## src/rtl/cpu_pkg.sv

```systemverilog
// Shared definitions for the memory-port arbiter: FSM states and read-latency limits.
package cpu_pkg;

  typedef enum logic [1:0] {
    IDLE    = 2'd0,
    BUSY_IF = 2'd1,
    BUSY_DM = 2'd2
  } arb_state_t;

  localparam int LATENCY_MIN = 1;
  localparam int LATENCY_MAX = 8;
  localparam int CNT_W       = $clog2(LATENCY_MAX);

  function automatic int clamp_latency(input int lat);
    if (lat < LATENCY_MIN) return LATENCY_MIN;
    if (lat > LATENCY_MAX) return LATENCY_MAX;
    return lat;
  endfunction

endpackage

```

## src/rtl/lat_counter.sv

```systemverilog
// Access-latency down-counter: load, decrement and a flag for the cycle in which the
// decrement reaches zero.
module lat_counter
  import cpu_pkg::*;
(
  input  logic             clk,
  input  logic             rst_n,
  input  logic             load,
  input  logic [CNT_W-1:0] load_val,
  input  logic             dec,
  output logic             zero
);

  logic [CNT_W-1:0] cnt;

  always_ff @(posedge clk or negedge rst_n) begin
    if (!rst_n) begin
      cnt <= '0;
    end else if (load) begin
      cnt <= load_val;
    end else if (dec && (cnt != '0)) begin
      cnt <= cnt - 1'b1;
    end
  end

  // Asserted in the last busy cycle so completion lands on the edge that empties the count.
  assign zero = dec && (cnt == CNT_W'(1));

endmodule

```

## src/rtl/mem_port_arbiter.sv

```systemverilog
// Shares one memory port between instruction fetch and data memory.
// Define ARB_ROUND_ROBIN_EN to replace fixed data priority with last-winner alternation.
module mem_port_arbiter
  import cpu_pkg::*;
#(
  parameter int LATENCY = 2,
  parameter int ADDR_W  = 32,
  parameter int DATA_W  = 32
) (
  input  logic              clk,
  input  logic              rst_n,
  input  logic              if_req,
  input  logic [ADDR_W-1:0] if_addr,
  output logic              if_gnt,
  output logic              if_valid,
  output logic [DATA_W-1:0] if_rdata,
  input  logic              dm_req,
  input  logic              dm_we,
  input  logic [ADDR_W-1:0] dm_addr,
  input  logic [DATA_W-1:0] dm_wdata,
  output logic              dm_gnt,
  output logic              dm_valid,
  output logic [DATA_W-1:0] dm_rdata,
  output logic              mem_en,
  output logic              mem_we,
  output logic [ADDR_W-1:0] mem_addr,
  output logic [DATA_W-1:0] mem_wdata,
  input  logic [DATA_W-1:0] mem_rdata,
  output logic              stall_if,
  output logic              stall_mem
);

  localparam int               LAT      = clamp_latency(LATENCY);
  localparam logic [CNT_W-1:0] LOAD_VAL = CNT_W'(LAT - 1);

  arb_state_t state;
  logic       grant_if;
  logic       grant_dm;
  logic       grant;
  logic       dm_wr;
  logic       cnt_zero;
`ifdef ARB_ROUND_ROBIN_EN
  logic       last_dm;
`endif

  always_comb begin
    grant_if = 1'b0;
    grant_dm = 1'b0;
    if (rst_n && (state == IDLE)) begin
`ifdef ARB_ROUND_ROBIN_EN
      if (dm_req && (!if_req || !last_dm)) grant_dm = 1'b1;
      else if (if_req)                     grant_if = 1'b1;
`else
      if (dm_req)      grant_dm = 1'b1;
      else if (if_req) grant_if = 1'b1;
`endif
    end
  end

  assign grant     = grant_if || grant_dm;
  assign if_gnt    = grant_if;
  assign dm_gnt    = grant_dm;
  assign mem_en    = grant;
  assign mem_we    = grant_dm && dm_we;
  assign mem_addr  = grant_dm ? dm_addr : (grant_if ? if_addr : '0);
  assign mem_wdata = grant_dm ? dm_wdata : '0;
  assign stall_if  = if_req && !if_valid;
  assign stall_mem = dm_req && !dm_valid;

  lat_counter u_lat_counter (
    .clk      (clk),
    .rst_n    (rst_n),
    .load     (grant && (LAT != 1)),
    .load_val (LOAD_VAL),
    .dec      (state != IDLE),
    .zero     (cnt_zero)
  );

  always_ff @(posedge clk or negedge rst_n) begin
    if (!rst_n) begin
      state    <= IDLE;
      dm_wr    <= 1'b0;
      if_valid <= 1'b0;
      dm_valid <= 1'b0;
      if_rdata <= '0;
      dm_rdata <= '0;
`ifdef ARB_ROUND_ROBIN_EN
      last_dm  <= 1'b0;
`endif
    end else begin
      if_valid <= 1'b0;
      dm_valid <= 1'b0;
      case (state)
        IDLE: begin
          if (grant) begin
            dm_wr <= grant_dm && dm_we;
`ifdef ARB_ROUND_ROBIN_EN
            last_dm <= grant_dm;
`endif
            // Single-cycle memory completes on the grant edge itself, keeping one access per cycle.
            if (LAT == 1) begin
              if (grant_if) begin
                if_valid <= 1'b1;
                if_rdata <= mem_rdata;
              end else begin
                dm_valid <= 1'b1;
                if (!dm_we) dm_rdata <= mem_rdata;
              end
            end else begin
              state <= grant_dm ? BUSY_DM : BUSY_IF;
            end
          end
        end
        BUSY_IF: begin
          if (cnt_zero) begin
            if_valid <= 1'b1;
            if_rdata <= mem_rdata;
            state    <= IDLE;
          end
        end
        BUSY_DM: begin
          if (cnt_zero) begin
            dm_valid <= 1'b1;
            if (!dm_wr) dm_rdata <= mem_rdata;
            state    <= IDLE;
          end
        end
        default: state <= IDLE;
      endcase
    end
  end

endmodule
```

## config.mk

```make
export PLATFORM = sky130hd
export DESIGN_NAME = mem_port_arbiter
export DESIGN_NICKNAME = d
export VERILOG_FILES = /design/src/rtl/cpu_pkg.sv /design/src/rtl/lat_counter.sv /design/src/rtl/mem_port_arbiter.sv
export SDC_FILE = /design/constraint.sdc
export NUM_CORES = 1
export LEC_CHECK = 0
export ABC_AREA = 1
export CORE_ASPECT_RATIO = 2
export CORE_MARGIN = 4
export CORE_UTILIZATION = 38
export CTS_BUF_LIST = sky130_fd_sc_hd__clkbuf_4
export CTS_CLUSTER_DIAMETER = 120
export DETAILED_ROUTE_END_ITERATION = 16
export MAX_ROUTING_LAYER = met4
export PLACE_DENSITY = 0.88
export SLEW_MARGIN = 20
export SYNTH_ARGS = -nofsm -noshare
export SYNTH_HDL_FRONTEND = slang
export SYNTH_SLANG_ARGS = --single-unit
export TNS_END_PERCENT = 5
```

## constraint.sdc

```tcl
create_clock -name clk -period 3.3 [get_ports clk]
set_clock_uncertainty 0.2 [all_clocks]
set_input_delay 0.99 -clock clk [delete_from_list [all_inputs] [get_ports clk]]
set_output_delay 0.99 -clock clk [all_outputs]
set_load 0.01 [all_outputs]
```

==> flow_summary.yaml <==
drt:
  detail_route.first_pass.iterations: 4
  vias: 4474
  dr_wl_met2_um: 8541
  number_of_nets_still_failing_antenna_checks_after_routing: 0
  topRoutingLayerUsed: "met4"
  dr_wl_met3_um: 2007
  drt-met1-wl_um: 6625
  dr.first_iter.drc_count: 207
  drt_wl_total_um: 17840
  wire_per_inst_um: 19.93
  vias_per_cell: 4.999
  drcViolationCount: 0
finish:
  num-nets-final: 924
  multi_input_area_um2: 1562
  area_growth_syn_to_layout_pct: 80.40
  utilization_pct: 70.43
  post_route_cells_drive_above_1_share_pct: 17.59
  seq_area_um2: 1802
  fillers: 776
grt:
  first_global_vias: 4670
  maximum_number_of_pins_on_one_net_before_global_route_repair: 50
  grtUsageTotal_pct: 32.22
  antenna_found_initial: 1
  gr-total-overflow: 0
  first_pass_grt_wire_length_um: 26830
status:
  violations_in_the_final_reports: "setup timing"
  status: "finished with violations"
sta:
  slew-limit-headroom_pct: 53.89
  fmaxAchievable_mhz: 302.1
  report.final.slew_viol_count: 0
  finalHoldWorstSlack_ns: 0.2935
  layout_min_cycle_time_ns: 3.310
  worst_slack_ns: -0.009833
  hold_viol_final: 0
  unrepaired_setup_endpoints_after_global_routing: "true"
  setup_violations: 8
  min_period_over_period_pct: 100.3
  slew_at_the_pin_closest_to_its_max_slew_limit_ns: 0.6892
floorplanning:
  floorplan.die.width_um: 77.43
  floorplan.core_area_um2: 9384
  ios: 269
  rows: 50
  dieArea_um2: 11370
  initial_utilization_pct: 39.04
  die_y_um: 146.9
synthesis:
  synth.distinct_cells: 22
  postSynthNetCount: 640
  mux_share_of_post_synthesis_cell_area_pct: 0
  post_synth_instance_area_um2: 3664
  synth_seq_cells: 72
  synth_top_family_by_area: "simple AND/OR/NAND/NOR gates"
  yosys_warnings: 0
  synth-xor-area-share_pct: 0
  synth_simple_gate_area_share_pct: 37.47
  synth_fa_ha_area_share_pct: 2.049
  syn_inst_count: 501
  synth_compound_gate_area_share_pct: 0.7172
  synth_area_per_cell_um2: 7.312
  synth_sequential_area_ratio_pct: 49.18
clock_tree:
  root_buffer: "sky130_fd_sc_hd__clkbuf_4"
  postCtsHoldBufs: 0
  clk_transition_reported_paths_ns: 0.12
  worst_skew_pair.late_latency_ns: 0.42
  cts_max_level: 3
  cts.sinks: 72
  clock_buffers_created_by_tritoncts: 9
  cts_tree: "built"
  clock_path_buffers: 2
setup_path:
  setup.worst_path.start_class: "primary input"
  worst_setup_path_startpoint: "dm_req"
  crit_required_ns: 2.11
  worstPathArrival_ns: 2.12
  path_max_fanout: 35
  crit_path_end_kind: "output pin"
  r2r-start: "state[0]"
  crit_type: "in2out"
hold_path:
  hp-class: "reg2reg"
  min_from: "if_rdata[8]"
pwr:
  power.static_leakage_uw: 0.003459
  vdd_ir_drop_max_mv: 0.4254
  p_per_area_nw_per_um2: 680.3
  power.total_uw: 4496
flow_run:
  drv.max_cap_violation_count: 0
placement:
  port_buffers: 268
  detailedPlacementHpwl_um: 13750
  final_gp_congestion: 0.9170
[repair_timing]
item / 4_1_cts / 5_1_grt
setup buffers: 6 / 0
cloned: 4 / 0
endpoints found under the setup margin: 70 / 54
pin swaps: 3 / 2
gates resized for setup: 232 / 39
[cell usage after synthesis]
master / count / area [µm²]
sky130_fd_sc_hd__a21oi_1: 2 / 10.01
sky130_fd_sc_hd__buf_2: 3 / 15.01
sky130_fd_sc_hd__buf_4: 6 / 45.04
sky130_fd_sc_hd__buf_6: 12 / 135.1
sky130_fd_sc_hd__clkinv_1: 1 / 3.750
sky130_fd_sc_hd__dfrtp_1: 72 / 1802
sky130_fd_sc_hd__ha_1: 6 / 75.07
sky130_fd_sc_hd__inv_1: 44 / 165.2
sky130_fd_sc_hd__inv_2: 3 / 11.26
sky130_fd_sc_hd__inv_4: 2 / 12.51
sky130_fd_sc_hd__nand2_1: 299 / 1122
sky130_fd_sc_hd__nand2_2: 2 / 12.51
sky130_fd_sc_hd__nand2_4: 1 / 11.26
sky130_fd_sc_hd__nand3_1: 4 / 20.02
sky130_fd_sc_hd__nand3_4: 1 / 17.52
sky130_fd_sc_hd__nand4_1: 1 / 6.260
sky130_fd_sc_hd__nor2_1: 36 / 135.1
sky130_fd_sc_hd__nor2_4: 1 / 11.26
sky130_fd_sc_hd__nor2_8: 1 / 20.02
sky130_fd_sc_hd__nor3_4: 1 / 16.27
sky130_fd_sc_hd__o21ai_0: 2 / 10.01
sky130_fd_sc_hd__o22ai_1: 1 / 6.260
[report_power, final]
group          switching, µW  total [µW]  internal, µW
clock                    321         544           223
sequential               259        1560          1300
combinational           1150        2390          1240
total                   1730        4500          2770
[layout make-up]
type	instances	area share, %
inverters	50	3.067
diodes	1	0.03786
repair buffers	294	42.07
flip-flops and latches	72	27.26
clock buffers	9	1.022
clock inverters	7	0.9466
well taps	104	1.969
multi-input cells	358	23.63
[state kept, by name (all words and copies together), names as in the netlist]
register	count
if_valid	1
dm_wr	1
dm_rdata	32
if_rdata	32
dm_valid	1
u_lat_counter.cnt	3
state	2
[layer usage]
layer	up-vias	GRT usage [%]
li1	2030	-
met1	2093	38.24
met2	308	51.21
met3	43	9.141
met4	0	13.10
met5	-	-
[critical path, cell delays in order]
cell and delay, ns:
sky130_fd_sc_hd__clkdlybuf4s15_2 0.20, sky130_fd_sc_hd__inv_2 0.04, sky130_fd_sc_hd__buf_6 0.12, sky130_fd_sc_hd__nor2_8 0.16
sky130_fd_sc_hd__buf_6 0.14, sky130_fd_sc_hd__inv_8 0.09, sky130_fd_sc_hd__nor2_2 0.12, sky130_fd_sc_hd__clkdlybuf4s15_2 0.24
[stage by stage]
step	setup TNS (ns)	setup WS, ns	std cells	cell area (µm²)
6_report	-0.03913	-0.009833	895	6609
5_1_grt	-0.6144	-0.07684	895	6609
4_1_cts	0	0.008050	894	6736
3_5_place_dp	-39.59	-0.6796	868	6449
3_3_place_gp	-38.62	-0.6468	868	6449
2_1_floorplan	0	0.3918	501	3664
[layout by cell type, fill, tap and decap left out, drive strengths merged, types with 2 or more instances in the layout]
| cell | count |
|---|---|
| a21oi | 2 |
| buf | 56 |
| clkbuf | 31 |
| clkdlybuf4s15 | 15 |
| clkdlybuf4s50 | 197 |
| clkinv | 5 |
| clkinvlp | 2 |
| dfrtp | 72 |
| dlygate4sd2 | 4 |
| ha | 6 |
| inv | 49 |
| nand2 | 302 |
| nand3 | 5 |
| nor2 | 38 |
| o21ai | 2 |
[cell families after synthesis]
family          Yosys count
simple gates            347
flops                    72
buf+inv                  71
fa+ha+maj                 6
compound gates            5
[final timing paths]
path / to / slack, ns / cells after the start
setup / recovery: mem_wdata[30] / -0.01 / 8
setup reg to reg: if_rdata[19] / 1.23 / 9
min in group asynchronous: state[0] / 0.36 / 2
hold / removal: if_rdata[8] / 0.29 / 2
max in group asynchronous: dm_rdata[23] / 1.98 / 2
hold reg to reg: if_rdata[8] / 0.29 / 2
Note: power is estimated with default switching activity, not from simulation.
